### src/rtl/reservation_station_array.sv
// reservation_station_array: multi-entry reservation station with CDB wakeup,
// allocate bypass and oldest-ready issue selection tracked by an age matrix.
module reservation_station_array #(
    parameter int NUM_ENTRIES = 4,
    parameter int TAG_WIDTH   = 7,
    parameter int NUM_CDB     = 2,
    parameter int INSTR_WIDTH = 32,
    parameter int CNT_WIDTH   = $clog2(NUM_ENTRIES + 1)
) (
    input  logic                         clock,
    input  logic                         reset,
    input  logic                         flush,
    input  logic                         alloc_valid,
    output logic                         alloc_ready,
    input  logic [INSTR_WIDTH-1:0]       alloc_instr,
    input  logic [TAG_WIDTH-1:0]         alloc_rd,
    input  logic [TAG_WIDTH-1:0]         alloc_rs1,
    input  logic                         alloc_rs1_ready,
    input  logic [TAG_WIDTH-1:0]         alloc_rs2,
    input  logic                         alloc_rs2_ready,
    input  logic [NUM_CDB-1:0]           cdb_valid,
    input  logic [NUM_CDB*TAG_WIDTH-1:0] cdb_tag,
    output logic                         issue_valid,
    input  logic                         issue_ready,
    output logic [INSTR_WIDTH-1:0]       issue_instr,
    output logic [TAG_WIDTH-1:0]         issue_rd,
    output logic [TAG_WIDTH-1:0]         issue_rs1,
    output logic [TAG_WIDTH-1:0]         issue_rs2,
    output logic [CNT_WIDTH-1:0]         occupancy
);
    localparam int IDX_W = $clog2(NUM_ENTRIES);

    logic [NUM_ENTRIES-1:0] r_valid;
    logic [NUM_ENTRIES-1:0] r_rs1_rdy;
    logic [NUM_ENTRIES-1:0] r_rs2_rdy;
    logic [INSTR_WIDTH-1:0] r_instr [NUM_ENTRIES];
    logic [TAG_WIDTH-1:0]   r_rd    [NUM_ENTRIES];
    logic [TAG_WIDTH-1:0]   r_rs1   [NUM_ENTRIES];
    logic [TAG_WIDTH-1:0]   r_rs2   [NUM_ENTRIES];
    // r_older[j][i] set means entry j was allocated before entry i
    logic [NUM_ENTRIES-1:0] r_older [NUM_ENTRIES];
    logic [CNT_WIDTH-1:0]   r_occ;

    logic [NUM_ENTRIES-1:0] w_cand;
    logic [NUM_ENTRIES-1:0] w_blk;
    logic [NUM_ENTRIES-1:0] w_sel;
    logic [NUM_ENTRIES-1:0] w_free_oh;
    logic [IDX_W-1:0]       w_free_idx;
    logic                   w_alloc;
    logic                   w_issue;

    function automatic logic f_hit(input logic [TAG_WIDTH-1:0] tag);
        f_hit = 1'b0;
        for (int k = 0; k < NUM_CDB; k++)
            f_hit = f_hit | (cdb_valid[k] && cdb_tag[k*TAG_WIDTH +: TAG_WIDTH] == tag);
    endfunction

    assign alloc_ready = (r_occ != CNT_WIDTH'(NUM_ENTRIES));
    assign occupancy   = r_occ;
    assign issue_valid = |w_cand;
    assign w_alloc     = alloc_valid && alloc_ready && !flush;
    assign w_issue     = issue_valid && issue_ready && !flush;

    always_comb begin
        w_cand = r_valid & r_rs1_rdy & r_rs2_rdy;
        w_blk  = '0;
        for (int i = 0; i < NUM_ENTRIES; i++)
            for (int j = 0; j < NUM_ENTRIES; j++)
                w_blk[i] = w_blk[i] | (w_cand[j] & r_older[j][i]);
        w_sel = w_cand & ~w_blk;
    end

    always_comb begin
        w_free_idx = '0;
        for (int i = NUM_ENTRIES - 1; i >= 0; i--)
            if (!r_valid[i]) w_free_idx = IDX_W'(i);
        w_free_oh = w_alloc ? (NUM_ENTRIES'(1) << w_free_idx) : '0;
    end

    // w_sel is one-hot (or zero), so an OR-reduction acts as the payload mux
    always_comb begin
        issue_instr = '0;
        issue_rd    = '0;
        issue_rs1   = '0;
        issue_rs2   = '0;
        for (int i = 0; i < NUM_ENTRIES; i++) begin
            issue_instr = issue_instr | ({INSTR_WIDTH{w_sel[i]}} & r_instr[i]);
            issue_rd    = issue_rd    | ({TAG_WIDTH{w_sel[i]}} & r_rd[i]);
            issue_rs1   = issue_rs1   | ({TAG_WIDTH{w_sel[i]}} & r_rs1[i]);
            issue_rs2   = issue_rs2   | ({TAG_WIDTH{w_sel[i]}} & r_rs2[i]);
        end
    end

    always_ff @(posedge clock) begin
        if (reset) begin
            r_valid   <= '0;
            r_rs1_rdy <= '0;
            r_rs2_rdy <= '0;
            r_occ     <= '0;
            for (int i = 0; i < NUM_ENTRIES; i++) begin
                r_older[i] <= '0;
                r_instr[i] <= '0;
                r_rd[i]    <= '0;
                r_rs1[i]   <= '0;
                r_rs2[i]   <= '0;
            end
        end else if (flush) begin
            r_valid <= '0;
            r_occ   <= '0;
        end else begin
            for (int i = 0; i < NUM_ENTRIES; i++) begin
                if (r_valid[i] && f_hit(r_rs1[i])) r_rs1_rdy[i] <= 1'b1;
                if (r_valid[i] && f_hit(r_rs2[i])) r_rs2_rdy[i] <= 1'b1;
            end
            r_valid <= (r_valid & ~(w_issue ? w_sel : '0)) | w_free_oh;
            r_occ   <= r_occ + CNT_WIDTH'(w_alloc) - CNT_WIDTH'(w_issue);
            if (w_alloc) begin
                r_instr[w_free_idx]   <= alloc_instr;
                r_rd[w_free_idx]      <= alloc_rd;
                r_rs1[w_free_idx]     <= alloc_rs1;
                r_rs2[w_free_idx]     <= alloc_rs2;
                r_rs1_rdy[w_free_idx] <= alloc_rs1_ready || f_hit(alloc_rs1);
                r_rs2_rdy[w_free_idx] <= alloc_rs2_ready || f_hit(alloc_rs2);
                r_older[w_free_idx]   <= '0;
                for (int j = 0; j < NUM_ENTRIES; j++)
                    if (j != int'(w_free_idx)) r_older[j][w_free_idx] <= 1'b1;
            end
        end
    end
endmodule
### config.mk
export PLATFORM = sky130hd
export DESIGN_NAME = reservation_station_array
export DESIGN_NICKNAME = d
export VERILOG_FILES = /design/src/rtl/reservation_station_array.sv
export SDC_FILE = /design/constraint.sdc
export NUM_CORES = 1
export LEC_CHECK = 0
export CORE_MARGIN = 2
export CORE_UTILIZATION = 60
export DETAILED_ROUTE_END_ITERATION = 8
export PLACE_DENSITY = 0.85
export SYNTH_ARGS = -nofsm -noshare
export SYNTH_HDL_FRONTEND = slang
export SYNTH_SLANG_ARGS = --single-unit
### constraint.sdc
create_clock -name clock -period 5 [get_ports clock]
set_clock_uncertainty 0.05 [all_clocks]
set_input_delay 0.5 -clock clock [delete_from_list [all_inputs] [get_ports clock]]
set_output_delay 0.5 -clock clock [all_outputs]
set_load 0.005 [all_outputs]
== Word level (Yosys, flattened, before mapping) ==
Memory sizes are Yosys's and may differ from the RTL's.
Cells that the tools add are included.
W data, S select, Z words.

* Register bits: 15
* Bits in writable memories: 228
* Bits of input ports: 76
* Output and inout bits: 58
* Word-level logic and storage cells: 260
* Memories kept: 5

{| class="wikitable"
|+ Memories
! memory !! words !! width !! rd ports !! clocked after memory_dff !! write ports !! RTL line !! source
|-
| r_instr || 4 || 32 || 4 || 0 || 4 || 36 || <nowiki>logic [INSTR_WIDTH-1:0] r_instr [NUM_ENTRIES];</nowiki>
|-
| r_rd || 4 || 7 || 4 || 0 || 4 || 37 || <nowiki>logic [TAG_WIDTH-1:0] r_rd [NUM_ENTRIES];</nowiki>
|-
| r_rs1 || 4 || 7 || 4 || 0 || 4 || 38 || <nowiki>logic [TAG_WIDTH-1:0] r_rs1 [NUM_ENTRIES];</nowiki>
|-
| r_rs2 || 4 || 7 || 4 || 0 || 4 || 39 || <nowiki>logic [TAG_WIDTH-1:0] r_rs2 [NUM_ENTRIES];</nowiki>
|-
| r_older || 4 || 4 || 4 || 0 || 5 || 41 || <nowiki>logic [NUM_ENTRIES-1:0] r_older [NUM_ENTRIES];</nowiki>
|}

* $add $sub $neg: 2
* Magnitude comparators: 2
* Equality and inequality tests: 24
* Shift-type cells: 1
* Mux-type cells: 90
* Bitwise logic cells: 89
* Reductions and logical operators: 43

{| class="wikitable"
|+ Operator list
! cell !! number
|-
| $eq A7 B7 Y1 || 20
|-
| $and A32 B32 Y32 || 4
|-
| $or A32 B32 Y32 || 3
|-
| $and A7 B7 Y7 || 12
|-
| $mux W1 || 67
|-
| $or A7 B7 Y7 || 9
|-
| $or A1 B1 Y1 || 38
|-
| $logic_and A1 B1 Y1 || 33
|-
| $mux W32 || 1
|-
| $mux W4 || 8
|-
| $reduce_or A32 Y1 || 1
|-
| $mux W7 || 3
|-
| $reduce_or A7 Y1 || 3
|-
| $and A1 B1 Y1 || 16
|-
| $and A4 B4 Y4 || 4
|-
| $mux W2 || 8
|-
| $bwmux W4 || 2
|-
| $not A4 Y4 || 2
|-
| $ne A2 B2 Y1 const A || 2
|-
| $or A4 B4 Y4 || 1
|-
| $reduce_or A4 Y1 || 1
|-
| $shl A1 B2 Y4 const A || 1
|-
| $add A3 B1 Y3 || 1
|-
| $lt A2 B3 Y1 const B || 1
|-
| 9 further kinds || 10
|}

== Longest topological paths before layout ==
Gate-level depths: netlist of run 1.

* Depth in word-level cells: 12
* Depth in mapped cells: 11

== Worst setup path after synthesis of run 1 ==
OpenSTA, ideal clock, no wires.

* Kind: input to register
* Start: in flush
* End: mem r_instr[2][0] (enable)
* Setup time: 0.407 ns
* Data arrival time: 2.730 ns
* Data required time: 4.543 ns
* Setup slack: 1.813 ns
* Stages: 6
* Buffers on the path: 1
* Cell sequence: nand2b_1 -> or2_2 -> buf_2 -> nor3_1 -> nor2_1 -> inv_1

{| class="wikitable"
|+ RTL lines
! item !! RTL line !! source
|-
| from (decl) || 12 || <nowiki>input logic flush,</nowiki>
|-
| to (decl) || 36 ||
|}

== Final worst setup path of run 1 ==
* Start: reg r_valid[1]
* End: out issue_rs2[6]

* Cells in the longest elaborated chain, start to end: 12
* Elaborated cells between the ends (all ways): 27

{| class="wikitable"
|+ RTL lines
! item !! RTL line !! source
|-
| from (decl) || 33 || <nowiki>logic [NUM_ENTRIES-1:0] r_valid;</nowiki>
|-
| from (signal assigned) || 115 || <nowiki>r_valid <= (r_valid & ~(w_issue ? w_sel : '0)) | w_free_oh;</nowiki>
|-
| $and A4 B4 Y4 (*) (2 in a row) || 65 || <nowiki>w_cand = r_valid & r_rs1_rdy & r_rs2_rdy;</nowiki>
|-
| $and A1 B1 Y1 || 69 || <nowiki>w_blk[i] = w_blk[i] | (w_cand[j] & r_older[j][i]);</nowiki>
|-
| $or A1 B1 Y1 (3 in a row) || 69 ||
|-
| $not A4 Y4 || 70 || <nowiki>w_sel = w_cand & ~w_blk;</nowiki>
|-
| $and A4 B4 Y4 (*) || 70 ||
|-
| $and A7 B7 Y7 || 90 || <nowiki>issue_rs2 = issue_rs2 | ({TAG_WIDTH{w_sel[i]}} & r_rs2[i]);</nowiki>
|-
| $or A7 B7 Y7 (2 in a row) || 90 ||
|-
| $or A7 B7 Y7 (*) || 90 ||
|-
| to (decl) || 28 || <nowiki>output logic [TAG_WIDTH-1:0] issue_rs2,</nowiki>
|}

Mark *: on every way between the ends. The rest lies on a longest branch, timed or not.

==> impl_metrics.py, run 1 <==
metrics = {
    "synth": {
        "synth_compound_area_share_pct": 10.26,
        "syn_area_per_cell_sq_um": 11.04,
        "syn-cell-area_sq_mm": 0.01163,
        "syn_inst": 1054,
        "synthAdderAreaFrac_pct": 0.3872,
        "syn_nets": 1133,
        "synth_top_area_share_pct": 54.72,
        "synth.distinct_cells": 36,
        "yosys.area.top_type": "edfxtp_1",
        "yosysSeqAreaShare_pct": 60.06,
        "synth.mux.area_fraction_pct": 0,
        "synth-async-reset-ratio_pct": 0,
        "synth-xor-area-share_pct": 10.69,
        "yosysMostFrequentCell": "edfxtp_1",
        "synth.area.top_cells": "edfxtp_1 (55%), xnor2_1 (9.8%), a22oi_1 (6.8%)",
        "synth_common_cells": "edfxtp_1 (212), nor2_1 (201), xnor2_1 (130), nand2_1 (110), a22oi_1 (106)",
        "synth_top_family_by_area": "simple AND/OR/NAND/NOR gates",
        "synth-warning-count": 0,
        "ys.flop_type": "edfxtp_1",
        "synth_simple_gate_area_share_pct": 13.73,
        "ys_seq_elements": 243,
        "synth_edf_count": 212,
    },
    "run": {
        "max-cap-violations": 0,
    },
    "final_layout": {
        "multi_input_area_sq_mm": 0.004108,
        "fin_nets": 1245,
        "regArea_sq_mm": 0.006987,
        "final_util_pct": 73.87,
        "n_fill_cell": 1251,
        "antenna_cells": 0,
        "syn2layout_area_growth_pct": 19.97,
        "layout-drive-gt1-share_pct": 5.485,
    },
    "worst_setup_path": {
        "cp_max_fo": 44,
        "slowest_stage": "a2111oi_4",
        "critical_path_class": "flip-flop to output pin",
        "worstSetupEndpointType": "output pin",
        "cpPeakStageDelay_ns": 0.87,
        "path_cells": "and3_1 > a22o_1 > a2111oi_4 > buf_12 > a22oi_1 > nand2_1 > clkdlybuf4s50_1",
        "cp_top_family": "compound AO/OA/AOI/OAI gates",
        "crit_path_start_kind": "flip-flop",
        "cp.arrival_ns": 3.54,
        "cp.buffers_inverters": 2,
        "crit_required_ns": 4.45,
    },
    "pwr": {
        "p_leak_nw": 5.218,
        "vdd_ir_drop_max_v": 0.0002788,
        "powerDensity_mw_per_mm2": 320.2,
    },
    "global_routing": {
        "grt_max_degree": 56,
        "grt_usage_pct": 30.01,
        "antenna_found_initial": 0,
        "grt_pass1_wl_mm": 47.01,
        "overflow": 0,
        "grt_pass1_vias": 8763,
    },
    "timing": {
        "rsz0062_at_grt": "false",
        "worst_hold_slack_ns": 0.4244,
        "tightest_slew_ns": 1.036,
        "setup_violations": 0,
        "fmax_mhz": 244.4,
        "period_minus_slack_ns": 4.092,
        "slew_viol_final": 0,
        "tns_ns": 0,
        "max_slew_margin_pct": 30.95,
        "hold_viol": 0,
        "min_period_over_period_pct": 81.84,
    },
    "cts": {
        "clock_latency_ns": 0.54,
        "cts_root_buffer": "clkbuf_16",
        "cts_inserted_buffers": 25,
        "cts_setup_buffers": 0,
        "cts.sinks": 243,
        "postCtsResizedCells": 0,
        "clockBufferDepth": 3,
        "clk_pin_slew_ns": 0.06,
        "cts_tree": "done",
        "cts_hold_buffers": 0,
        "htreeDepth": 1,
    },
    "floorplanning": {
        "fp.dieW_microns": 143.2,
        "dieArea_sq_mm": 0.02052,
        "io_pins": 134,
        "die_y_microns": 143.2,
        "core_sq_mm": 0.01889,
        "start_util_pct": 61.58,
        "rows": 50,
    },
    "outcome": {
        "status": "completed",
    },
    "worst_hold_path": {
        "hp-class": "flip-flop to flip-flop",
    },
    "routing": {
        "vias_per_cell": 5.990,
        "drt_iter0_markers": 957,
        "drc_errors": 0,
        "dr.pass1.iters": 5,
        "vias": 8655,
        "drtAntennaViolNets": 0,
        "routed_wl_mm": 30.56,
        "avgRoutedWirePerCell_microns": 21.15,
    },
    "placed_design": {
        "io_buffers": 133,
        "place.gp.congestion": 0.9407,
        "hpwl_mm": 19.25,
    },
}
==> routing by layer <==
| layer | global-route usage [%] | vias to the layer above | wire length, microns |
|---|---|---|---|
| met3 | 4.393 | 71 | 2549 |
| met4 | 11.20 | 0 | 919 |
| met1 | 39.32 | 4212 | 11780 |
| met2 | 51.12 | 458 | 15310 |
| li1 | - | 3914 | - |
| met5 | 0 | - | 0 |
==> layout by cell type (no fill, tap or decap), types with 4 or more instances in the layout <==
master / count
edfxtp_1: 212
nand2_1: 110
xnor2_1: 130
o21a_1: 11
xor2_1: 12
inv_1: 65
clkbuf_16: 25
and3_1: 4
nor2_1: 200
clkbuf_1: 10
and2_1: 5
inv_2: 4
a221oi_1: 6
nand4_1: 38
dfxtp_1: 31
a22oi_1: 106
buf_4: 13
o21ai_0: 11
clkbuf_8: 6
clkdlybuf4s50_1: 133
a21oi_1: 5
nand3_1: 5
==> final cells by class <==
class	count	area share, %
Sequential cell	243	50.06
Inverter	69	1.856
Clock buffer	41	5.343
Timing Repair Buffer	149	10.67
Tap cell	260	2.331
Clock inverter	5	0.3138
Multi-Input combinational cell	678	29.43
==> registers in the layout, indices dropped and copies added (netlist names) <==
signal and count:
r_instr 128, r_valid 4, r_rs1_rdy 4, r_rs1 28, occupancy 3, r_rs2_rdy 4, r_rs2 28, r_rd 28
r_older 16
==> kinds of logic after synthesis <==
logic type / after synthesis
fa+ha+maj: 3
compound gates: 153
simple gates: 380
xor+xnor: 142
flops: 243
buf+inv: 133
==> path summary, 6_finish.rpt <==
kind | from | to | slack [ns] | cells after the start
max | r_valid[1]$_SDFF_PP0_ | issue_rs2[6] | 0.91 | 7
min | r_older[0][2]$_SDFF_PP0_ | r_older[0][2]$_SDFF_PP0_ | 0.42 | 1
max reg2reg | r_valid[2]$_SDFF_PP0_ | r_instr[0][21]$_SDFFCE_PN0P_ | 1.87 | 6
min reg2reg | r_older[0][2]$_SDFF_PP0_ | r_older[0][2]$_SDFF_PP0_ | 0.42 | 1
==> worst register-to-register path, cell delays in order, from the launching register on <==
cell and delay [ns]:
dfxtp_1 0.49, a31oi_4 0.13, buf_4 0.35, nor2_1 0.61, nor2_1 0.21, inv_2 0.60, buf_4 0.38
==> power breakdown <==
part	internal (mW)	leakage, nW	switching, mW	total [mW]
Combinational	0.146	2.38	0.189	0.335
Clock	1.02	0.387	0.763	1.79
Sequential	2.29	2.45	0.0528	2.35
==> per-stage QoR <==
step	std cells	total power [mW]	cell area, sq um	setup slack, ns
4_1_cts	1445	4.473	13960	0.9284
3_5_place_dp	1399	2.716	13170	1.237
3_3_place_gp	1399	2.701	13170	1.290
5_1_grt	1445	4.584	13960	0.7672
6_report	1445	4.469	13960	0.9080
2_1_floorplan	1054	2.570	11630	1.813
(Power assumes the default switching activity.)
==> run 2: changes to the inputs <==
CORE_UTILIZATION = 57   (was 60)
PLACE_DENSITY = 0.81   (was 0.85)
clock period = 4.12 ns   (was 5 ns; I/O delays follow)
==> run 2 against run 1 <==
Effect of this change:
- global-route usage down 1.6 points
- final area grew 0.45%
- sequential cell count is the same
- cell count up 0.55%
- first-iteration DRC count shrank 7.0%
- largest cell class unchanged
- non-clock buffer count rose by 2
- routed wire length fell by 0.49%
- combinational power up 22%
- sequential power is 21% higher
- setup slack lost 0.43 ns
==> impl_metrics.py, run 2 (synthesized netlist as in run 1, its figures left out) <==
metrics = {
    "outcome": {
        "status": "completed",
    },
    "final_layout": {
        "antenna_cells": 0,
        "layout_common_cells": "edfxtp_1 (212), nor2_1 (200), clkdlybuf4s50_1 (133)",
        "fin_nets": 1246,
        "final_cell_count_no_fill": 1453,
        "final_common_cell": "edfxtp_1",
        "final_util_pct": 69.73,
        "layout-drive-gt1-share_pct": 5.325,
        "syn2layout_area_growth_pct": 20.51,
        "top_register": "r_instr",
        "largest_register_ffs": 128,
        "final_area_sq_mm": 0.01402,
    },
    "global_routing": {
        "grt_pass1_wl_mm": 48.00,
        "grt_pass1_vias": 8723,
        "grt_max_degree": 55,
        "grt_usage_pct": 28.39,
        "antenna_found_initial": 0,
        "overflow": 0,
    },
    "cts": {
        "cts_tree": "done",
        "clock_latency_ns": 0.51,
        "clockBufferDepth": 3,
        "cts_setup_buffers": 0,
        "htreeDepth": 1,
        "cts_root_buffer": "clkbuf_16",
        "cts.sinks": 243,
        "cts_inserted_buffers": 24,
        "cts_hold_buffers": 0,
        "postCtsResizedCells": 0,
        "clk_pin_slew_ns": 0.06,
    },
    "pwr": {
        "powerDensity_mw_per_mm2": 387.6,
        "total_power_mw": 5.434,
        "p_leak_nw": 5.233,
        "vdd_ir_drop_max_v": 0.0003005,
    },
    "floorplanning": {
        "die_y_microns": 146.9,
        "dieArea_sq_mm": 0.02157,
        "core_sq_mm": 0.02010,
        "fp.dieW_microns": 146.9,
        "io_pins": 134,
        "rows": 52,
        "start_util_pct": 57.87,
    },
    "worst_setup_path": {
        "crit_required_ns": 3.66,
        "worstSetupEndpointType": "output pin",
        "crit_path_start_kind": "flip-flop",
        "cp_max_fo": 46,
        "cp.arrival_ns": 3.18,
        "critical_path_class": "flip-flop to output pin",
    },
    "timing": {
        "hold_viol": 0,
        "fmax_mhz": 274.4,
        "worst_hold_slack_ns": 0.4204,
        "tns_ns": 0,
        "worst_slack_ns": 0.4762,
        "rsz0062_at_grt": "false",
        "tightest_slew_ns": 0.8394,
        "min_period_over_period_pct": 88.44,
        "max_slew_margin_pct": 43.86,
        "slew_viol_final": 0,
        "setup_violations": 0,
        "period_minus_slack_ns": 3.644,
    },
    "placed_design": {
        "place.gp.congestion": 0.9131,
        "place_ws_ns": 0.9920,
        "dpl_cell_area_sq_mm": 0.01325,
        "io_buffers": 133,
        "place_inst": 1411,
        "hpwl_mm": 19.35,
    },
    "routing": {
        "routed_wl_mm": 30.41,
        "avgRoutedWirePerCell_microns": 20.93,
        "drt_iter0_markers": 890,
        "drc_errors": 0,
        "drtAntennaViolNets": 0,
        "dr.pass1.iters": 5,
        "vias": 8602,
        "vias_per_cell": 5.920,
    },
    "run": {
        "max-cap-violations": 0,
    },
    "worst_hold_path": {
        "hp-class": "flip-flop to flip-flop",
    },
}
-- run 2: changes by cell type in the layout (fill, tap and decap cells not counted) --
cell,change
clkinv_1,+5
inv_16,-1
clkbuf_1,-5
buf_4,-2
clkinvlp_4,+1
buf_12,+4
clkbuf_8,-6
bufinv_16,+3
inv_4,-1
clkinv_2,+1
clkinv_4,-1
-- run 2: critical path, stage by stage, from the launching register on --
cell and delay (ns):
dfxtp_1 0.38, and3_1 0.31, a22o_1 0.24, a2111oi_4 0.30
buf_4 0.54, a22oi_1 0.18, nand2_1 0.16, clkdlybuf4s50_1 0.51
-- run 2: final cells by class --
cell class	instances	area [sq um]
flip-flops and latches	243	6987
fillers	1391	6085
multi-input cells	678	4108
repair buffers	151	1554
clock buffers	30	644.4
well taps	270	337.8
inverters	69	259.0
clock inverters	12	130.1
-- run 2: final timing paths --
kind                                          startpoint                           end  slack (ns)  cells past startpoint
worst min-delay path            r_older[1][1]$_SDFF_PP0_      r_older[1][1]$_SDFF_PP0_        0.42                      1
worst max-delay path               r_valid[1]$_SDFF_PP0_               issue_instr[22]        0.48                      7
worst min register to register  r_older[1][1]$_SDFF_PP0_      r_older[1][1]$_SDFF_PP0_        0.42                      1
worst max register to register     r_valid[1]$_SDFF_PP0_  r_instr[1][25]$_SDFFCE_PN0P_        1.50                      6
-- run 2: where the power goes --
group	internal [mW]	switching, mW	total [mW]
Combinational	0.182	0.228	0.410
Clock	1.29	0.887	2.18
Sequential	2.78	0.0645	2.85
-- run 2: layer usage --
metal  wire [microns]  GRT usage [%]  vias up
li1                 -              -     3902
met1            12420          40.02     4207
met2            14610          45.85      438
met3             2621          4.379       55
met4              751          9.126        0
met5                0              0        -
==> patch (settings of run 1) <==
Change the parameter `TAG_WIDTH` from 7 to 14.
--- a/src/rtl/reservation_station_array.sv
+++ b/src/rtl/reservation_station_array.sv
@@ -2,7 +2,7 @@
 // allocate bypass and oldest-ready issue selection tracked by an age matrix.
 module reservation_station_array #(
     parameter int NUM_ENTRIES = 4,
-    parameter int TAG_WIDTH   = 7,
+    parameter int TAG_WIDTH   = 14,
     parameter int NUM_CDB     = 2,
     parameter int INSTR_WIDTH = 32,
     parameter int CNT_WIDTH   = $clog2(NUM_ENTRIES + 1)
Interface: changed (7 resized); port bits go from 134 to 190. The function was not compared with the original's and may differ.
==> patch against run 1 <==
Synthesized area grew 46%; first-iteration DRC count increased by 78%; register-to-register slack got worse by 0.05 ns; cell area increased by 44%; clock power grew 41%; die area rose by 44%; power is 41% higher; routed wire length grew 63%; sequential power increased by 35%; combinational power grew 75%; hold slack worse by 0.037 ns; setup slack better by 0.17 ns; sequential cell count rose by 84; critical endpoint is now issue_rs1[9]; largest cell class unchanged; largest power group unchanged.
==> patch: results (changes against run 1) <==
mean post-synth cell area=11.03 um2 (was 11.04 um2); Post-Syn Nets=1651 (was 1133); pin count of the biggest net entering global routing=56 (unchanged); worst-case vdd ir drop=351.7 uV (was 278.8 uV); outcome=complete, no violations (unchanged); Critical Path Max Stage Delay=0.75 ns (was 0.87 ns); Post-Route WL=49920 um (was 30560 um); Total GRT Usage=0.3405 (was 0.3001); Commonest cells post-synth=edfxtp_1, xnor2_1, nor2_1 (was edfxtp_1, nor2_1, xnor2_1); GR met1 Demand/Resource=0.4507 (was 0.3932); hold wc startpoint=r_older[1][1]$_SDFF_PP0_ (was r_older[0][2]$_SDFF_PP0_); placed cell count=2023 (was 1399); worst reg-to-reg setup slack=1.82 ns (was 1.87 ns); nets@finish=1796 (was 1245); vias in the first global route=12816 (was 8763); Pre-antenna DRT Iters=6 (was 5); H-tree lvl count=2 (was 1); Overall Power=6291 uW (was 4469 uW); Clock Latency Late Sink=0.52 ns (was 0.54 ns); Sw Share=0.2369 (was 0.2249); crit path max fanout=47 (was 44); GR Util met2=0.5514 (was 0.5112); first-pass GRT wire length=74730 um (was 47010 um); met3 GRT Util=0.06821 (was 0.04393); worst r2r src=occupancy[0]$_SDFF_PP0_ (was r_valid[2]$_SDFF_PP0_); hold depth=2 (was 1); library cells used by synthesis=47 (was 36); cts bufs inserted=35 (was 25); initial antenna violation count=1 (was 0); detailed placer's ending HPWL=32990 um (was 19250 um); EDFF count, synth=296 (was 212); top post-synthesis cells by area=edfxtp_1, xnor2_1, a22oi_1, nor2_1, dfxtp_1 (unchanged); buffers added on ports=189 (was 133); Reg-to-Reg End=r_rs1[1][5]$_SDFFCE_PN0P_ (was r_instr[0][21]$_SDFFCE_PN0P_); vias per inst=6.217 (was 5.990); share of layout cells above drive strength 1=0.08436 (was 0.05485); average wire per standard cell=23.94 um (was 21.15 um); Leak=0.007102 uW (was 0.005218 uW); Hold Path Sink=r_older[1][1]$_SDFF_PP0_ (was r_older[0][2]$_SDFF_PP0_); Iteration-0 DRC Markers=1699 (was 957); register area share after synthesis=0.5608 (was 0.6006)
patch: cell type report:
class	count	area, um2
clock buffers	39	890.9
well taps	378	473.0
fillers	1971	7672
multi-input cells	1017	6520
clock inverters	23	224.0
flip-flops and latches	327	9509
repair buffers	213	2160
inverters	88	332.8
patch: power by group through the flow:
| stage | registers, uW | logic [uW] | clock network [uW] |
|---|---|---|---|
| final | 3170 | 585 | 2530 |
| after CTS | 3170 | 577 | 2540 |
| after global routing | 3180 | 618 | 2650 |
| after global placement | 3220 | 565 | 0 |
| after floorplan | 3210 | 353 | 0 |
| after detailed placement | 3230 | 572 | 0 |
patch: kinds of logic after synthesis:
kind of cell               synth area share
and+or+nand+nor                      0.1492
xor gates and xnor gates             0.1457
adders and majority gates          0.002656
buffers and inverters               0.05601
DFF                                  0.5608
AOI/OAI and AO/OA                   0.08560
patch: stage by stage:
stage	setup WS (ns)	area (um2)	hold slack, ns
2_1_floorplan	1.380	16960	0.3581
3_3_place_gp	1.382	18990	0.3723
3_5_place_dp	1.242	18990	0.3759
4_1_cts	1.107	20110	0.3849
5_1_grt	0.9060	20110	0.4152
6_report	1.079	20110	0.3869
patch: routing by layer:
layer,routed length (um),part of all wire
met3,5177,0.10
met4,2120,0.042
met1,18740,0.38
met5,13,0.00026
met2,23870,0.48
patch: how the worst max path moves through the flow:
stage                               start                           to  slack, ns
CTS                 r_valid[1]$_SDFF_PP0_                 issue_rd[13]       1.11
detailed placement                  flush   r_rs1[0][13]$_SDFFCE_PN0P_       1.24
global placement                    flush     r_rd[1][5]$_SDFFCE_PN0P_       1.38
floorplan                     alloc_valid  r_instr[1][0]$_SDFFCE_PN0P_       1.38
finish              r_valid[1]$_SDFF_PP0_                 issue_rs1[9]       1.08
global route        r_valid[1]$_SDFF_PP0_                 issue_rs1[9]       0.91
patch: tightest hold or removal path, delay by kind of cell, from the launching register on:
kind	cells	cell delay (ns)
DFF	1	0.31
buffers and inverters	1	0.05
and+or+nand+nor	1	0.03
